===== src/rtl/uart_rx_fifo.sv =====
`default_nettype none
// ---------------------------------------------------------------------------
// uart_rx_fifo : edge-triggered capture of received words into a show-ahead
//                circular FIFO with a sticky overflow flag.
// Revision     : 1.0
// ---------------------------------------------------------------------------
module uart_rx_fifo #(
  parameter int WORD_LENGTH = 8,
  parameter int DEPTH_LOG2  = 3
) (
  input  logic                   Clk,
  input  logic                   Reset,
  input  logic [WORD_LENGTH-1:0] Data_In,
  input  logic                   Flag_Rx,
  input  logic                   Read_En,
  input  logic                   Clear_Overflow,
  output logic [WORD_LENGTH-1:0] Data_Out,
  output logic                   Empty,
  output logic                   Full,
  output logic [DEPTH_LOG2:0]    Count,
  output logic                   Overflow
);

  localparam int                C_DEPTH      = 1 << DEPTH_LOG2;
  localparam logic [DEPTH_LOG2:0] C_FULL_COUNT = {1'b1, {DEPTH_LOG2{1'b0}}};

  logic [WORD_LENGTH-1:0] mem_q [C_DEPTH];
  logic [DEPTH_LOG2-1:0]  wr_ptr_q, wr_ptr_d;
  logic [DEPTH_LOG2-1:0]  rd_ptr_q, rd_ptr_d;
  logic [DEPTH_LOG2:0]    count_q, count_d;
  logic                   ovf_q, ovf_d;
  logic                   flag_q;

  logic w_wr_stb;
  logic w_rd_fire;
  logic w_wr_fire;
  logic w_ovf_set;

  assign Empty = (count_q == '0);
  assign Full  = (count_q == C_FULL_COUNT);

  // A full FIFO still accepts the write when a pop frees the head slot on the same edge.
  assign w_wr_stb  = Flag_Rx & ~flag_q;
  assign w_rd_fire = Read_En & ~Empty;
  assign w_wr_fire = w_wr_stb & (~Full | w_rd_fire);
  assign w_ovf_set = w_wr_stb & Full & ~Read_En;

  always_comb begin
    wr_ptr_d = wr_ptr_q;
    rd_ptr_d = rd_ptr_q;
    count_d  = count_q;
    ovf_d    = ovf_q;
    if (w_wr_fire) wr_ptr_d = wr_ptr_q + 1'b1;
    if (w_rd_fire) rd_ptr_d = rd_ptr_q + 1'b1;
    case ({w_wr_fire, w_rd_fire})
      2'b10:   count_d = count_q + 1'b1;
      2'b01:   count_d = count_q - 1'b1;
      default: count_d = count_q;
    endcase
    if (Clear_Overflow) ovf_d = 1'b0;
    if (w_ovf_set)      ovf_d = 1'b1;
  end

  // flag_q resets high so a level already present at reset release is not a new word.
  always_ff @(posedge Clk) begin
    if (Reset) begin
      wr_ptr_q <= '0;
      rd_ptr_q <= '0;
      count_q  <= '0;
      ovf_q    <= 1'b0;
      flag_q   <= 1'b1;
    end else begin
      wr_ptr_q <= wr_ptr_d;
      rd_ptr_q <= rd_ptr_d;
      count_q  <= count_d;
      ovf_q    <= ovf_d;
      flag_q   <= Flag_Rx;
    end
  end

  always_ff @(posedge Clk) begin
    if (!Reset && w_wr_fire) mem_q[wr_ptr_q] <= Data_In;
  end

  assign Data_Out = Empty ? '0 : mem_q[rd_ptr_q];
  assign Count    = count_q;
  assign Overflow = ovf_q;

endmodule
`default_nettype wire


===== config.mk =====
export PLATFORM = sky130hd
export DESIGN_NAME = uart_rx_fifo
export DESIGN_NICKNAME = d
export VERILOG_FILES = /design/src/rtl/uart_rx_fifo.sv
export SDC_FILE = /design/constraint.sdc
export NUM_CORES = 1
export LEC_CHECK = 0
export ABC_AREA = 1
export CAP_MARGIN = 20
export CORE_ASPECT_RATIO = 0.5
export CORE_MARGIN = 2
export CORE_UTILIZATION = 35
export DETAILED_ROUTE_END_ITERATION = 10
export HOLD_SLACK_MARGIN = 0.08
export PLACE_DENSITY_LB_ADDON = 0.12
export SLEW_MARGIN = 20
export SYNTH_ARGS = -nofsm -noshare
export SYNTH_HDL_FRONTEND = slang
export SYNTH_SLANG_ARGS = --single-unit

===== constraint.sdc =====
create_clock -name Clk -period 3.6 [get_ports Clk]
set_clock_uncertainty 0.2 [all_clocks]
set_input_delay 0.36 -clock Clk [delete_from_list [all_inputs] [get_ports Clk]]
set_output_delay 0.36 -clock Clk [all_outputs]
set_load 0.02 [all_outputs]

==> summary.txt, run 1 <==
Outcome
  • Status: finished clean

Clocking
  • # H-tree levels: 3
  • Root buf cell: clkbuf_16
  • Worst-skew pair later-pin latency: 0.33 ns
  • # Post-CTS Setup Buffers: 0
  • PostCTS Resize Cnt: 0
  • Number of clock sinks: 79
  • Hold-fix buffers, CTS: 0
  • CTS Buf Count: 9
  • TritonCTS clock tree: built
  • Clock Path Buffers: 2
  • Clock-pin slew of the registers on the worst-case setup and hold paths: 0.06 ns

Finish
  • Most common cell after layout, fill and taps aside: edfxtp_1
  • Nets: 353
  • Fraction of layout instances using a drive strength above 1: 0.103
  • Most frequent cells in the layout: 64 x edfxtp_1, 61 x nor2_1, 46 x o21ai_0
  • Fillers: 834
  • Syn-to-layout area delta: 21.4%
  • FF+latch area: 2220 um2
  • Multi-input gate area: 927 um2
  • Ant diodes: 0
  • Layout Cells excl Fill: 458

Drt
  • DRT iter0 DRCs: 130
  • Drt total wl: 7.19 mm
  • Post-DRT Antenna Nets: 0
  • Avg WL per Cell: 15.7 um
  • Total number of vias: 2249
  • Number of iterations in the first detailed-routing pass: 4
  • DRC viols: 0
  • Vias per cell: 4.91

Floorplanning
  • Die span in y: 72.7 um
  • Core ar.: 8950 um2
  • Site Rows: 24
  • Starting Density: 0.369
  • IO Count: 28
  • Die area: 10300 um2
  • Die span in x: 141 um

Synth
  • Area contributors post-synth: edfxtp_1 58%, dfxtp_1 9.1%, o21ai_0 7.0%
  • Synth area leader: edfxtp_1
  • Synthesized area: 3300 um2
  • Area share of the largest cell type after synthesis: 0.582
  • Cell variety after synth: 30
  • Mapped Nets: 317
  • Synth warn: 0
  • Post-Syn Instances: 301
  • Avg Cell Area, Syn: 11.0 um2
  • Register area share after synthesis: 0.673
  • Register bit total from synthesis: 79

Placement
  • Place WS: 0.755 ns
  • DP Cell Count: 443
  • HPWL after DPL: 4.53 mm
  • RePlAce Congestion: 0.813
  • PortBufs: 27

STA
  • # setup viols final: 0
  • RSZ-0062 raised after global routing: false
  • Fin crit period: 3.16 ns
  • Slew headroom: 0.431
  • Slew Limit Fails: 0
  • Fin. Hold Viols: 0
  • Fin crit share: 0.879
  • Setup WS post-layout: 0.435 ns
  • Max Freq: 0.316 GHz
  • Slew @ Worst Pin: 0.850 ns
  • Setup TNS: 0 ns

Setup path
  • Crit Path Max Fanout: 17
  • Crit path arrival time: 2.60 ns
  • Setup Crit Path Kind: flop to output port
  • CP Launch Type: flop
  • Worst Path Required: 3.04 ns
  • CP Cell Sequence: inv_1, o21ai_0, o22ai_1, o21ai_0, a31oi_1, clkdlybuf4s50_1
  • CP peak stage delay: 0.64 ns
  • CP max stage cell: clkdlybuf4s50_1
  • CP endpoint kind: output port
  • Cell repeated most along the worst path: o21ai_0

Worst hold path
  • Hold/Removal Path Class: flop to flop

Global route
  • Global route total overflow: 0
  • Vias in the first global route: 2372
  • First-pass GRT wire length: 11.8 mm
  • GRT Total Usage: 0.157
  • Initial antenna violation count: 0
  • Largest net degree at the start of global routing: 33

Power
  • VDD IR max: 0.000414 V
  • Leakage: 1.44 nW
  • Power density over cell area: 717 nW/um2

Job
  • Max-cap violations: 0
## final timing paths
path,start,endpoint,slack [ns],cells after the start
worst min register to register,Overflow$_SDFFE_PP0P_,Overflow$_SDFFE_PP0P_,0.27,2
worst max register to register,Count[0]$_SDFFE_PP0P_,mem_q[1][0]$_DFFE_PP_,1.33,6
worst min-delay path,Overflow$_SDFFE_PP0P_,Overflow$_SDFFE_PP0P_,0.27,2
worst max-delay path,flop,Data_Out[0],0.44,6
## cells in the mapped netlist
| cell type | count |
|---|---|
| nand3_4 | 1 |
| nor2_2 | 1 |
| nand3_1 | 8 |
| o22ai_1 | 8 |
| a31oi_1 | 8 |
| nand2_2 | 5 |
| clkinv_2 | 1 |
| a21oi_1 | 7 |
| nor3_1 | 4 |
| xor2_1 | 2 |
| edfxtp_1 | 64 |
| nand2_4 | 1 |
| o21ai_0 | 46 |
| nor2_1 | 61 |
| nand4_1 | 2 |
| inv_1 | 24 |
| a21oi_2 | 1 |
| nand2_1 | 21 |
| ha_1 | 3 |
| nand3_2 | 2 |
| o211ai_1 | 1 |
| or2_2 | 1 |
| buf_4 | 1 |
| dfxtp_1 | 15 |
| buf_6 | 1 |
| inv_2 | 1 |
| buf_2 | 2 |
| clkbuf_1 | 7 |
| nor4_2 | 1 |
| o21ai_1 | 1 |
## cell families (layout without fill, tap and decap cells)
family	Yosys count	after routing	synth area share
compound gates	72	72	0.117
xor+xnor	2	2	0.00530
fa+ha+maj	3	3	0.0114
buf+inv	37	77	0.0466
flops	79	79	0.673
simple gates	108	108	0.147
## where the power goes
group / total (mW) / internal, mW / switching [mW]
sequential: 1.09 / 1.03 / 0.0637
combinational: 0.933 / 0.365 / 0.568
clock: 0.852 / 0.526 / 0.325
## area by class of cell
cell class,instances,share of cell area
sequential,79,0.554
multi-input combinational,185,0.231
timing repair buffer,36,0.0842
clock buffer,10,0.0571
tap,117,0.0365
inverter,26,0.0246
clock inverter,5,0.0125
## registers in the layout (all words and copies together), names as in the netlist, named ones only
signal,flops
flag_q,1
wr_ptr_q,3
Overflow,1
mem_q,64
Count,4
rd_ptr_q,3
## routing by layer
layer,part of all wire,up-vias,track usage
met1,0.46,1057,0.193
met2,0.45,55,0.258
met5,0,-,0
li1,-,1129,-
met3,0.076,8,0.0571
met4,0.0083,0,0.0567
## critical path: cells and delay by family (launching register included)
| family | cells | cell delay, ns |
|---|---|---|
| compound gates | 4 | 0.65 |
| flops | 1 | 0.48 |
| buf+inv | 2 | 1.13 |
## stage by stage
step	cell area, um2	hold slack (ns)	power [mW]	util
3_5_place_dp	3730	0.260	2.05	0.417
6_report	4010	0.272	2.88	0.448
4_1_cts	4010	0.276	2.91	0.448
5_1_grt	4010	0.312	3.06	0.448
3_3_place_gp	3730	0.255	2.03	0.417
2_1_floorplan	3300	0.229	1.71	-
Note: power is estimated with default switching activity, not from simulation.
==> run 2: changes to the inputs <==
- SLEW_MARGIN: 20 -> 40
==> summary.txt, run 2 (synthesized netlist as in run 1, its figures left out) <==
Outcome
  • Status: finished clean

STA
  • Fin crit period: 3.17 ns
  • Max Freq: 0.316 GHz
  • Slew @ Worst Pin: 0.546 ns
  • Fin crit share: 0.879
  • Slew Limit Fails: 0
  • Fin. Hold Viols: 0
  • RSZ-0062 raised after global routing: false
  • Setup TNS: 0 ns
  • Slew headroom: 0.635
  • # setup viols final: 0
  • WHS: 0.272 ns

Finish
  • Syn-to-layout area delta: 21.5%
  • Max FFs per register: 64
  • Fraction of layout instances using a drive strength above 1: 0.109
  • Nets: 353
  • Layout Cells excl Fill: 458
  • Most flops, register: mem_q
  • Most common cell after layout, fill and taps aside: edfxtp_1
  • Ant diodes: 0
  • Final core utilization: 0.449
  • Fillers: 833
  • Most frequent cells in the layout: 64 x edfxtp_1, 60 x nor2_1, 46 x o21ai_0
  • Final Cell Area: 4010 um2

Clocking
  • TritonCTS clock tree: built
  • Number of clock sinks: 79
  • CTS Buf Count: 9
  • Worst-skew pair later-pin latency: 0.33 ns
  • Clock Path Buffers: 2
  • Hold-fix buffers, CTS: 0
  • Clock-pin slew of the registers on the worst-case setup and hold paths: 0.06 ns
  • # Post-CTS Setup Buffers: 0
  • # H-tree levels: 3
  • Root buf cell: clkbuf_16
  • PostCTS Resize Cnt: 0

Drt
  • Post-DRT Antenna Nets: 0
  • Drt total wl: 7.20 mm
  • Total number of vias: 2254
  • DRT iter0 DRCs: 130
  • Avg WL per Cell: 15.7 um
  • Vias per cell: 4.92
  • DRC viols: 0
  • Number of iterations in the first detailed-routing pass: 4

Setup path
  • Reg2Reg Launch Point: Count[0]$_SDFFE_PP0P_
  • CP endpoint kind: output port
  • Critical path depth in cells: 6
  • Worst setup endpoint: Data_Out[0]
  • Setup Crit Path Kind: flop to output port
  • Worst Path Required: 3.04 ns
  • Crit path arrival time: 2.61 ns
  • Reg-to-Reg End: Count[2]$_SDFFE_PP0P_
  • R2r worst-path depth: 12
  • CP Cell Sequence: inv_1, o21ai_0, o22ai_1, o21ai_0, a31oi_1, clkdlybuf4s50_1
  • CP Launch Type: flop
  • Crit-path leading delay family: buffers and inverters
  • R2R setup slack: 1.44 ns
  • Crit Path Max Fanout: 17
  • CP peak stage delay: 0.64 ns
  • CP max stage cell: clkdlybuf4s50_1
  • Crit path buf inv count: 2
  • Cell repeated most along the worst path: o21ai_0

Placement
  • PortBufs: 27
  • Placed inst area: 3730 um2
  • HPWL after DPL: 4.53 mm
  • RePlAce Congestion: 0.813
  • DP Cell Count: 443

Global route
  • First-pass GRT wire length: 11.8 mm
  • GRT Total Usage: 0.157
  • Met3 usage in global routing: 0.0571
  • Global route hottest layer: met2
  • GR met2 Demand/Resource: 0.258
  • Largest net degree at the start of global routing: 33
  • Vias in the first global route: 2372
  • Met1 Track Usage GR: 0.193
  • Global route total overflow: 0
  • Initial antenna violation count: 0

Power
  • Leakage: 1.44 nW
  • VDD IR max: 0.000409 V
  • Power density over cell area: 716 nW/um2

Floorplanning
  • Starting Density: 0.369
  • Site Rows: 24
  • Core ar.: 8950 um2
  • Die span in x: 141 um
  • Die span in y: 72.7 um
  • IO Count: 28
  • Die area: 10300 um2

Worst hold path
  • Hold/Removal Path Class: flop to flop
  • Hold Path Cell Cnt: 2

Job
  • Max-cap violations: 0
[run 2: cell count changes in the layout (fill, tap and decap cells not counted)]
cell	change
inv_2	+1
nor2_2	+1
nor2_1	-1
inv_1	-1
[run 2: final cells by class]
| cell class | instances | area, um2 | share of cell area |
|---|---|---|---|
| inverter | 26 | 98.8 | 0.0246 |
| multi-input combinational | 185 | 930 | 0.232 |
| timing repair buffer | 36 | 338 | 0.0842 |
| clock inverter | 5 | 50.0 | 0.0125 |
| tap | 117 | 146 | 0.0365 |
| clock buffer | 10 | 229 | 0.0570 |
| sequential | 79 | 2220 | 0.554 |
[run 2: power breakdown]
part | leakage (nW) | internal [mW] | switching [mW]
Combinational | 0.605 | 0.365 | 0.568
Sequential | 0.699 | 1.03 | 0.0645
Clock | 0.135 | 0.526 | 0.324
Total | 1.44 | 1.92 | 0.957
[run 2: layer usage]
layer  vias up  share of wire
met5         -              0
met4         0         0.0083
met3         8          0.076
met2        53           0.45
met1      1064           0.46
li1       1129              -
[run 2: worst min-delay path, cell delays in order, from the launching register on]
cell	delay, ns
dfxtp_1	0.31
nand2_1	0.06
a21oi_1	0.06
[run 2: worst min path at each step]
stage                                  start                  endpoint
floorplan                              Reset     Overflow$_SDFFE_PP0P_
CTS                 rd_ptr_q[2]$_SDFFE_PP0P_  rd_ptr_q[2]$_SDFFE_PP0P_
finish                 Overflow$_SDFFE_PP0P_     Overflow$_SDFFE_PP0P_
global route           Overflow$_SDFFE_PP0P_     Overflow$_SDFFE_PP0P_
detailed placement     Overflow$_SDFFE_PP0P_     Overflow$_SDFFE_PP0P_
global placement    rd_ptr_q[2]$_SDFFE_PP0P_  rd_ptr_q[2]$_SDFFE_PP0P_
[run 2: per-stage QoR]
step                      power [mW]  setup WS (ns)
after floorplan                 1.71           1.37
after global placement          2.03          0.847
after global routing            3.06          0.252
after detailed placement        2.05          0.755
final                           2.88          0.434
after CTS                       2.91          0.415
==> run 3: changes to the inputs <==
- CORE_UTILIZATION: 35 -> 40
==> summary.txt, run 3 (synthesized netlist as in run 1, its figures left out) <==
Clocking
  • Hold-fix buffers, CTS: 0
  • Number of clock sinks: 79
  • Worst-skew pair later-pin latency: 0.33 ns
  • TritonCTS clock tree: built
  • Clock Path Buffers: 2
  • # Post-CTS Setup Buffers: 0
  • Root buf cell: clkbuf_16
  • # H-tree levels: 3
  • Clock-pin slew of the registers on the worst-case setup and hold paths: 0.05 ns
  • PostCTS Resize Cnt: 0
  • CTS Buf Count: 9

STA
  • Slew Limit Fails: 0
  • Fin. Hold Viols: 0
  • Max Freq: 0.341 GHz
  • WHS: 0.265 ns
  • Fin crit period: 2.93 ns
  • Fin crit share: 0.815
  • RSZ-0062 raised after global routing: false
  • Setup TNS: 0 ns
  • Slew headroom: 0.654
  • # setup viols final: 0
  • Slew @ Worst Pin: 0.519 ns

Finish
  • Most frequent cells in the layout: 64 x edfxtp_1, 61 x nor2_1, 46 x o21ai_0
  • Multi-input gate area: 927 um2
  • Max FFs per register: 64
  • Nets: 355
  • FF+latch area: 2220 um2
  • Most common cell after layout, fill and taps aside: edfxtp_1
  • Fraction of layout instances using a drive strength above 1: 0.116
  • Fillers: 712
  • Syn-to-layout area delta: 23.1%
  • Most flops, register: mem_q
  • Ant diodes: 0

Setup path
  • Setup Crit Path Kind: flop to output port
  • Crit path buf inv count: 3
  • Crit path arrival time: 2.37 ns
  • CP max stage cell: clkdlybuf4s50_1
  • CP Cell Sequence: inv_1, buf_4, o21ai_0, o22ai_1, o21ai_0, a31oi_1, clkdlybuf4s50_1
  • R2r worst-path depth: 12
  • Crit-path leading delay family: buffers and inverters
  • Cell repeated most along the worst path: o21ai_0
  • Worst Path Required: 3.04 ns
  • CP endpoint kind: output port
  • Crit Path Max Fanout: 20
  • CP peak stage delay: 0.63 ns
  • CP Launch Type: flop
  • Critical path depth in cells: 7

Job
  • Max-cap violations: 0

Drt
  • Number of iterations in the first detailed-routing pass: 5
  • Drt total wl: 6.91 mm
  • Avg WL per Cell: 15.2 um
  • Post-DRT Antenna Nets: 0
  • Vias per cell: 4.98
  • DRT iter0 DRCs: 210
  • DRC viols: 0
  • Total number of vias: 2269

Power
  • VDD IR max: 0.000549 V
  • Power density over cell area: 738 nW/um2
  • Leakage: 1.48 nW

Global route
  • Initial antenna violation count: 0
  • Vias in the first global route: 2045
  • First-pass GRT wire length: 10.9 mm
  • Largest net degree at the start of global routing: 33
  • GRT Total Usage: 0.168
  • Global route total overflow: 0

Floorplanning
  • Die span in y: 68.3 um
  • Die area: 9040 um2
  • Site Rows: 23
  • IO Count: 28
  • Core ar.: 8000 um2
  • Die span in x: 133 um
  • Starting Density: 0.413

Worst hold path
  • Hold Path Cell Cnt: 2
  • Hold/Removal Path Class: flop to flop

Placement
  • HPWL after DPL: 4.42 mm
  • RePlAce Congestion: 0.821
  • PortBufs: 27

Outcome
  • Status: finished clean
-- run 3: through the flow --
stage                     cells  setup slack [ns]  cell area (um2)  power, mW   util
after global routing        456             0.480             4070       3.16  0.508
after floorplan             301              1.37             3300       1.71      -
after global placement      440              1.06             3740       2.04  0.468
after CTS                   456             0.679             4070       3.03  0.508
final                       456             0.667             4070       3.00  0.508
after detailed placement    440              1.05             3740       2.05  0.468
-- run 3: final timing paths --
check             slack [ns]                startpoint                        to
hold / removal          0.27  rd_ptr_q[2]$_SDFFE_PP0P_  rd_ptr_q[2]$_SDFFE_PP0P_
setup / recovery        0.67                      flop               Data_Out[1]
setup reg to reg        1.40     Count[1]$_SDFFE_PP0P_     Count[2]$_SDFFE_PP0P_
hold reg to reg         0.27  rd_ptr_q[2]$_SDFFE_PP0P_  rd_ptr_q[2]$_SDFFE_PP0P_
-- run 3: worst reg2reg max path: cells and delay by family, from the launching register on --
family | cells | cell delay [ns]
AND/OR/NAND/NOR | 7 | 0.93
XOR/XNOR | 1 | 0.18
adder cells (fa/ha/maj) | 1 | 0.17
buffers and inverters | 3 | 0.15
flip-flops | 1 | 0.47
-- run 3: final cells by class --
class / count / share of cell area
Inverter: 26 / 0.0243
Clock inverter: 3 / 0.0160
Sequential cell: 79 / 0.546
Multi-Input combinational cell: 185 / 0.228
Tap cell: 112 / 0.0345
Timing Repair Buffer: 38 / 0.0868
Clock buffer: 13 / 0.0640
-- run 3: per-layer routing --
layer,part of all wire,vias to the layer above,global-route usage
met4,0.015,0,0.0726
met2,0.44,55,0.266
li1,-,1136,-
met1,0.48,1066,0.215
met5,0,-,0
met3,0.065,12,0.0548
-- run 3: power breakdown --
| part | internal [mW] | switching (mW) |
|---|---|---|
| Clock | 0.644 | 0.328 |
| Sequential | 1.03 | 0.0452 |
| Combinational | 0.370 | 0.589 |
| Total | 2.04 | 0.962 |
